File: config.mk
export PLATFORM = sky130hd
export DESIGN_NAME = counter_ctrl
export DESIGN_NICKNAME = d
export VERILOG_FILES = /design/src/rtl/counter_ctrl.sv
export SDC_FILE = /design/constraint.sdc
export NUM_CORES = 1
export LEC_CHECK = 0
export BUFFER_PORTS_ARGS = -buffer_cell sky130_fd_sc_hd__buf_4
export CAP_MARGIN = 10
export CORE_MARGIN = 4
export CORE_UTILIZATION = 55
export CTS_CLUSTER_SIZE = 25
export DETAILED_ROUTE_END_ITERATION = 16
export PLACE_DENSITY = 0.79
export REMOVE_ABC_BUFFERS = 1
export SLEW_MARGIN = 20
export SYNTH_ARGS = -nofsm -noshare
export SYNTH_HDL_FRONTEND = slang
export SYNTH_SLANG_ARGS = --single-unit
File: constraint.sdc
create_clock -name clk -period 4.86 [get_ports clk]
set_input_delay 0.243 -clock clk [delete_from_list [all_inputs] [get_ports clk]]
set_output_delay 0.243 -clock clk [all_outputs]
set_load 0.02 [all_outputs]
File: src/rtl/counter_ctrl.sv
// Sequencer for a small synchronous counter: up/down counting to a programmable limit,
// prescaled stepping, one-shot or auto-reload, with pause/abort and registered strobes.
module counter_ctrl #(
  parameter int WIDTH = 4,
  parameter int PRE_W = 4
) (
  input  logic             clk,
  input  logic             reset,
  input  logic             cfg_valid,
  output logic             cfg_ready,
  input  logic [WIDTH-1:0] cfg_limit,
  input  logic [PRE_W-1:0] cfg_prescale,
  input  logic             cfg_dir,
  input  logic             cfg_reload,
  input  logic             start,
  input  logic             pause,
  input  logic             abort,
  output logic [WIDTH-1:0] count,
  output logic             tick,
  output logic             tc,
  output logic             busy,
  output logic             done
);

  typedef enum logic [1:0] {
    ST_IDLE  = 2'd0,
    ST_RUN   = 2'd1,
    ST_PAUSE = 2'd2,
    ST_DONE  = 2'd3
  } state_e;

  localparam logic [WIDTH-1:0] CNT_ONE  = WIDTH'(1);
  localparam logic [PRE_W-1:0] PCNT_ONE = PRE_W'(1);

  state_e           state_q,  state_d;
  logic [WIDTH-1:0] count_q,  count_d;
  logic [PRE_W-1:0] pcnt_q,   pcnt_d;
  logic [WIDTH-1:0] lim_q,    lim_d;
  logic [PRE_W-1:0] pre_q,    pre_d;
  logic             dir_q,    dir_d;
  logic             reload_q, reload_d;
  logic             tick_q,   tick_d;
  logic             tc_q,     tc_d;

  logic             idle_like;
  logic             cfg_take;
  logic [WIDTH-1:0] start_val;
  logic [WIDTH-1:0] term_val;

  // Start and terminal values follow the direction of the stored configuration.
  always_comb begin
    idle_like = (state_q == ST_IDLE) || (state_q == ST_DONE);
    cfg_take  = cfg_valid && idle_like;
    start_val = dir_q ? lim_q : '0;
    term_val  = dir_q ? '0 : lim_q;
  end

  // NOTE: every variable gets a default before any branch, so no path can infer a latch.
  always_comb begin
    state_d  = state_q;
    count_d  = count_q;
    pcnt_d   = pcnt_q;
    lim_d    = lim_q;
    pre_d    = pre_q;
    dir_d    = dir_q;
    reload_d = reload_q;
    tick_d   = 1'b0;
    tc_d     = 1'b0;

    if (abort) begin
      state_d = ST_IDLE;
      count_d = start_val;
      pcnt_d  = '0;
    end else if (cfg_take) begin
      // A config beat wins over start in the same cycle and leaves the block idle.
      lim_d    = cfg_limit;
      pre_d    = cfg_prescale;
      dir_d    = cfg_dir;
      reload_d = cfg_reload;
      count_d  = cfg_dir ? cfg_limit : '0;
      pcnt_d   = '0;
      state_d  = ST_IDLE;
    end else if (start && idle_like) begin
      state_d = ST_RUN;
      count_d = start_val;
      pcnt_d  = '0;
    end else begin
      case (state_q)
        ST_RUN: begin
          if (pause) begin
            state_d = ST_PAUSE;
          end else if (pcnt_q == pre_q) begin
            pcnt_d = '0;
            tick_d = 1'b1;
            if (count_q == term_val) begin
              tc_d = 1'b1;
              if (reload_q) count_d = start_val;
              else          state_d = ST_DONE;
            end else begin
              count_d = dir_q ? (count_q - CNT_ONE) : (count_q + CNT_ONE);
            end
          end else begin
            pcnt_d = pcnt_q + PCNT_ONE;
          end
        end
        ST_PAUSE: begin
          // Resuming costs one non-counting cycle; pcnt is untouched so no step is lost.
          if (!pause) state_d = ST_RUN;
        end
        default: begin
        end
      endcase
    end
  end

  // NOTE: sequential state uses non-blocking assignments only; the stored config is
  // reset too because start/terminal values are derived from it straight out of reset.
  always_ff @(posedge clk or negedge reset) begin
    if (!reset) begin
      state_q  <= ST_IDLE;
      count_q  <= '0;
      pcnt_q   <= '0;
      lim_q    <= '0;
      pre_q    <= '0;
      dir_q    <= 1'b0;
      reload_q <= 1'b0;
      tick_q   <= 1'b0;
      tc_q     <= 1'b0;
    end else begin
      state_q  <= state_d;
      count_q  <= count_d;
      pcnt_q   <= pcnt_d;
      lim_q    <= lim_d;
      pre_q    <= pre_d;
      dir_q    <= dir_d;
      reload_q <= reload_d;
      tick_q   <= tick_d;
      tc_q     <= tc_d;
    end
  end

  assign count     = count_q;
  assign tick      = tick_q;
  assign tc        = tc_q;
  assign busy      = (state_q == ST_RUN) || (state_q == ST_PAUSE);
  assign done      = (state_q == ST_DONE);
  assign cfg_ready = (state_q == ST_IDLE) || (state_q == ST_DONE);

endmodule
**Word level (Yosys, flattened, before mapping)**

Cells that the tools add are included.

- Register bits after elaboration: 22
- Output and inout bits: 9

- Add/subtract/negate cells: 3
- Equality and inequality tests: 11
- Muxes and demuxes: 40
- Bitwise logic cells: 1
- Reductions and logical operators: 12

Operator list:

| kind | number |
|---|---|
| 4-bit 2-to-1 mux | 18 |
| 6-bit != test, second input constant | 3 |
| 2-bit 2-to-1 mux | 8 |
| 1-bit 2-to-1 mux | 13 |
| 5-bit != test, second input constant | 2 |
| 4-bit by 1-bit adder with 4-bit output, second input constant | 2 |
| 4-bit equality test | 2 |
| 4-bit nonzero test | 2 |
| 5-bit AND reduction | 1 |
| 5-bit nonzero test | 1 |
| 2-bit equality test, second input constant | 2 |
| 4-bit by 1-bit != test with 1-bit output, second input constant | 1 |
| 2-bit case mux with 2 select lines | 1 |
| 2-bit AND reduction | 2 |
| 4-bit AND reduction | 1 |
| 4-bit by 1-bit subtractor with 4-bit output, second input constant | 1 |
| 2-bit by 1-bit equality test with 1-bit output, second input constant | 1 |
| 1-bit logical AND | 2 |
| 2-bit logical NOT | 1 |
| 1-bit logical OR | 2 |
| 1-bit NOT | 1 |

**Depth between registers and ports, before layout**

- Word-level depth: 9
- Depth in mapped cells: 7
- Gate-level depth less buffers: 7

**Worst setup path after synthesis**

OpenSTA, ideal clock, no wires.

- Path type: register -> register
- From: register state_q[0]
- To: register state_q[0]
- Setup time: 131 ps
- Arrival: 1805 ps
- Setup slack: 2924 ps
- Cell stages (with the launch flop): 7
- Buffers on the path: 0
- Clock period less this slack: 1936 ps
- Path through: dfrtp_1 -> inv_1 -> ha_1 -> a21oi_1 -> nor3b_1 -> a221oi_2 -> mux2i_1

- Cells in the longest elaborated chain, start to end: 6

Ends and longest elaborated chain:

| what | line | RTL |
|---|---|---|
| start, declared | 35 | `state_e state_q, state_d;` |
| start signal, assigned | 130 | `state_q <= state_d;` |
| 2-bit equality test or 2-bit logical NOT (tied branches) | -- |  |
| 1-bit logical OR * | -- |  |
| via cfg_ready | 10 | `output logic cfg_ready,` |
| branches (longest 4 deep; another with 6-bit != test) | -- |  |

Mark *: on every way through the listed nets, which the timed path passes.
A chain may end at the register's enable or synchronous reset.

**Final worst setup path**

- From: register state_q[0]
- To: register count_q[1], in the netlist count[1]

- Cells in the longest elaborated chain, start to end: 6

Ends and longest elaborated chain:

| what | line | RTL |
|---|---|---|
| branches (longest 6 deep; another with 5-bit != test) | -- |  |
| end signal, assigned | 131 | `count_q <= count_d;` |
| end, declared | 36 | `logic [WIDTH-1:0] count_q, count_d;` |

Parallel ways; which one is timed is not known.

==> impl_table.tex <==
\begin{tabular}{lr}
\hline
Metric & Value \\
\hline
\multicolumn{2}{l}{\textbf{Layout}} \\
Area of the multi-input gates & 845 sq um \\
Antenna fix cells & 0 \\
Share of post-route cells with drive strength above 1 & 25.5\% \\
Final std cell area, no fill & 1680 sq um \\
Filler cell count & 220 \\
Register area & 551 sq um \\
Net count, final & 190 \\
Area growth from synthesis to final layout & 16.3\% \\
\multicolumn{2}{l}{\textbf{Outcome}} \\
Run status & completed \\
\multicolumn{2}{l}{\textbf{STA}} \\
Maximum clock skew at final layout & 0.00774 ns \\
Maximum frequency from static timing analysis & 451 MHz \\
RSZ-0062 raised after global routing & false \\
Min cycle time layout & 2.22 ns \\
Setup tns final & 0 ns \\
Final worst path period share & 45.6\% \\
Final Setup Violations & 0 \\
Final Hold Vio Count & 0 \\
Count of pins over their slew limit & 0 \\
Transition at the pin with the smallest max-transition slack & 0.584 ns \\
Headroom to the max-slew limit & 61.1\% \\
\multicolumn{2}{l}{\textbf{Critical path}} \\
Setup CP Type & reg2reg \\
Arrival time worst endpoint & 2.46 ns \\
Worst setup SP type & register \\
Data required, critical path & 5.10 ns \\
Type of element capturing the critical path & register \\
Max FO, Critical Path & 11 \\
\multicolumn{2}{l}{\textbf{Detailed routing}} \\
Detailed router's first-iteration violation count & 53 \\
Final WL & 3350 microns \\
Post-route ant nets & 0 \\
Drt drc & 0 \\
Mean routed wirelength per cell & 17.2 microns \\
Count of vias placed by the detailed router & 1,237 \\
Average via count per standard cell & 6.34 \\
Drt pass-1 iters & 4 \\
\multicolumn{2}{l}{\textbf{Power}} \\
Power per cell area & 522 nW/um\^{}2 \\
Leakage power total & 0.708 nW \\
Maximum ir drop on the vdd rail & 0.373 mV \\
\multicolumn{2}{l}{\textbf{Logic synthesis}} \\
Distinct cell type count after synthesis & 41 \\
Mapped Cells & 141 \\
Post-synth design cell area & 1440 sq um \\
Yosys warning count & 0 \\
Most area-consuming cells after synthesis & sky130\_fd\_sc\_hd\_\_dfrtp\_1 (38\%), sky130\_fd\_sc\_hd\_\_mux2\_2 (7.0\%), sky130\_fd\_sc\_hd\_\_ha\_1 (5.2\%) \\
Top cell type's share of synthesized area & 38.2\% \\
Number of enable flip-flop cells after synthesis & 0 \\
Mean Syn Cell Area & 10.2 sq um \\
Flip-flop and latch count after synthesis & 22 \\
Prevailing post-synth register cell & sky130\_fd\_sc\_hd\_\_dfrtp\_1 \\
Asr flop ratio synth & 100\% \\
Sequential element share of the synthesized area & 38.2\% \\
Library cell with the largest summed area after synthesis & sky130\_fd\_sc\_hd\_\_dfrtp\_1 \\
\multicolumn{2}{l}{\textbf{GRT}} \\
Number of global-route vias before repair & 1,185 \\
Antenna violations before repair & 0 \\
First-pass GRT wire length & 5720 microns \\
Total congestion overflow & 0 \\
Global-route usage over all layers & 21.5\% \\
Largest net degree at the start of global routing & 23 \\
\multicolumn{2}{l}{\textbf{Clock tree}} \\
Maximum count of clock buffers along a single path & 2 \\
TritonCTS buffer count & 3 \\
Count of clock tree sinks & 22 \\
Cell chosen for the clock root & sky130\_fd\_sc\_hd\_\_clkbuf\_4 \\
TritonCTS clock tree & done \\
Number of H-tree levels & 1 \\
Clock latency reported for the late side of the worst-skew pair & 0.31 ns \\
Clock-pin slew of the registers on the worst-case setup and hold paths & 0.13 ns \\
Setup Buffers After CTS & 0 \\
\multicolumn{2}{l}{\textbf{Floorplan}} \\
Full die area & 3500 sq um \\
X dimension of the die & 59.2 microns \\
Core Footprint & 2480 sq um \\
Chip Height & 59.2 microns \\
Total number of placement rows & 18 \\
Effective utilization at floorplan & 58.1\% \\
Boundary Pins & 25 \\
\multicolumn{2}{l}{\textbf{Place}} \\
Final RePlAce weighted congestion & 0.972 \\
Count of input and output buffers & 24 \\
Post-DP HPWL & 2530 microns \\
Area after DPL & 1640 sq um \\
\multicolumn{2}{l}{\textbf{Worst hold path}} \\
Path category of the worst min-delay check & in2reg \\
\multicolumn{2}{l}{\textbf{Flow run}} \\
Number of maximum-capacitance constraint violations & 0 \\
\hline
\end{tabular}
sequential cells by signal, summed over array words and instances, names as in the netlist:
| name | flops |
|---|---|
| state_q | 2 |
| reload_q | 1 |
| tc | 1 |
| pre_q | 4 |
| pcnt_q | 4 |
| tick | 1 |
| lim_q | 4 |
| dir_q | 1 |
| count | 4 |
path summary, 6_finish.rpt:
check,from,endpoint,slack (ns),cells after the start
max,state_q[0]$_DFFE_PN0P_,count[1]$_DFFE_PN0P_,2.64,7
min in group asynchronous,reset,state_q[1]$_DFFE_PN0P_,0.35,2
max in group asynchronous,reset,pcnt_q[3]$_DFFE_PN0P_,4.28,2
max reg2reg,state_q[0]$_DFFE_PN0P_,count[1]$_DFFE_PN0P_,2.64,7
min,cfg_prescale[1],pre_q[1]$_DFFE_PN0P_,0.16,2
min reg2reg,pre_q[2]$_DFFE_PN0P_,pre_q[2]$_DFFE_PN0P_,0.54,1
critical path, cell delays in order, from the launching register on:
cell,delay (ns)
sky130_fd_sc_hd__dfrtp_1,0.40
sky130_fd_sc_hd__inv_1,0.08
sky130_fd_sc_hd__ha_1,0.40
sky130_fd_sc_hd__nand3b_1,0.40
sky130_fd_sc_hd__nor2_1,0.44
sky130_fd_sc_hd__a32o_1,0.20
sky130_fd_sc_hd__a31oi_1,0.05
sky130_fd_sc_hd__a31oi_1,0.19
metrics by stage:
stage | instances | util (%) | hold WS (ns) | worst slack, ns | power, mW
global route | 195 | 67.6 | 0.148 | 2.50 | 0.944
detailed placement | 191 | 66.3 | 0.150 | 2.69 | 0.788
CTS | 195 | 67.6 | 0.155 | 2.65 | 0.874
finish | 195 | 67.6 | 0.155 | 2.64 | 0.874
global placement | 191 | 66.3 | 0.144 | 2.78 | 0.768
floorplan | 137 | - | -0.0526 | 2.92 | 0.651
power by group:
part           internal (mW)  total, mW  switching, mW
clock                 0.0290     0.0849         0.0559
combinational          0.217      0.451          0.233
sequential             0.240      0.339         0.0991
total                  0.486      0.874          0.388
cell usage in the layout (no fill, tap or decap), drive strengths merged, types with 4 or more instances in the layout:
cell type and instances:
xnor2 6, nand2b 5, inv 8, ha 6, dfrtp 22, a211oi 5, buf 24, nor3 4
nand4 7, a21oi 7, nor2 9, nand3b 5, mux2 9
final cells by class:
class                   count  share of cell area, %
clock buffers               3                   1.34
flip-flops and latches     22                   32.9
inverters                   8                   1.79
repair buffers             25                   11.4
multi-input cells         107                   50.4
well taps                  30                   2.24
per-layer routing:
layer	track usage [%]	share of wire, %	vias to the layer above
met5	0	0	-
met4	5.83	0.93	0
met3	2.83	5.4	4
met2	33.4	49	37
met1	31.4	44	609
li1	-	-	587
synth_stat cells, types with 4 or more instances:
master,count
sky130_fd_sc_hd__clkbuf_1,4
sky130_fd_sc_hd__dfrtp_1,22
sky130_fd_sc_hd__nand2b_1,5
sky130_fd_sc_hd__ha_1,6
sky130_fd_sc_hd__a21oi_1,7
sky130_fd_sc_hd__mux2_2,9
sky130_fd_sc_hd__nand3b_1,5
sky130_fd_sc_hd__a211oi_1,4
sky130_fd_sc_hd__nand4_1,7
sky130_fd_sc_hd__nor2_1,9
sky130_fd_sc_hd__xnor2_1,6
sky130_fd_sc_hd__nor3_1,4
sky130_fd_sc_hd__inv_1,8
cell families (layout without fill, tap and decap cells):
kind of cell | after synthesis | in the layout | share of synthesized area, %
XOR/XNOR | 9 | 9 | 5.47
flip-flops | 22 | 22 | 38.2
multiplexers | 10 | 10 | 7.73
AND/OR/NAND/NOR | 44 | 44 | 18.3
AO/OA/AOI/OAI | 37 | 37 | 20.5
adder cells (fa/ha/maj) | 7 | 7 | 6.60
buffers and inverters | 12 | 36 | 3.13
repair_timing:
| item | 4_1_cts | 5_1_grt |
|---|---|---|
| hold buffers | 1 | 0 |
| hold endpoints to repair | 22 | 0 |
| gates resized for setup | 0 | 0 |
No activity file was read; power rests on OpenSTA's default activity.
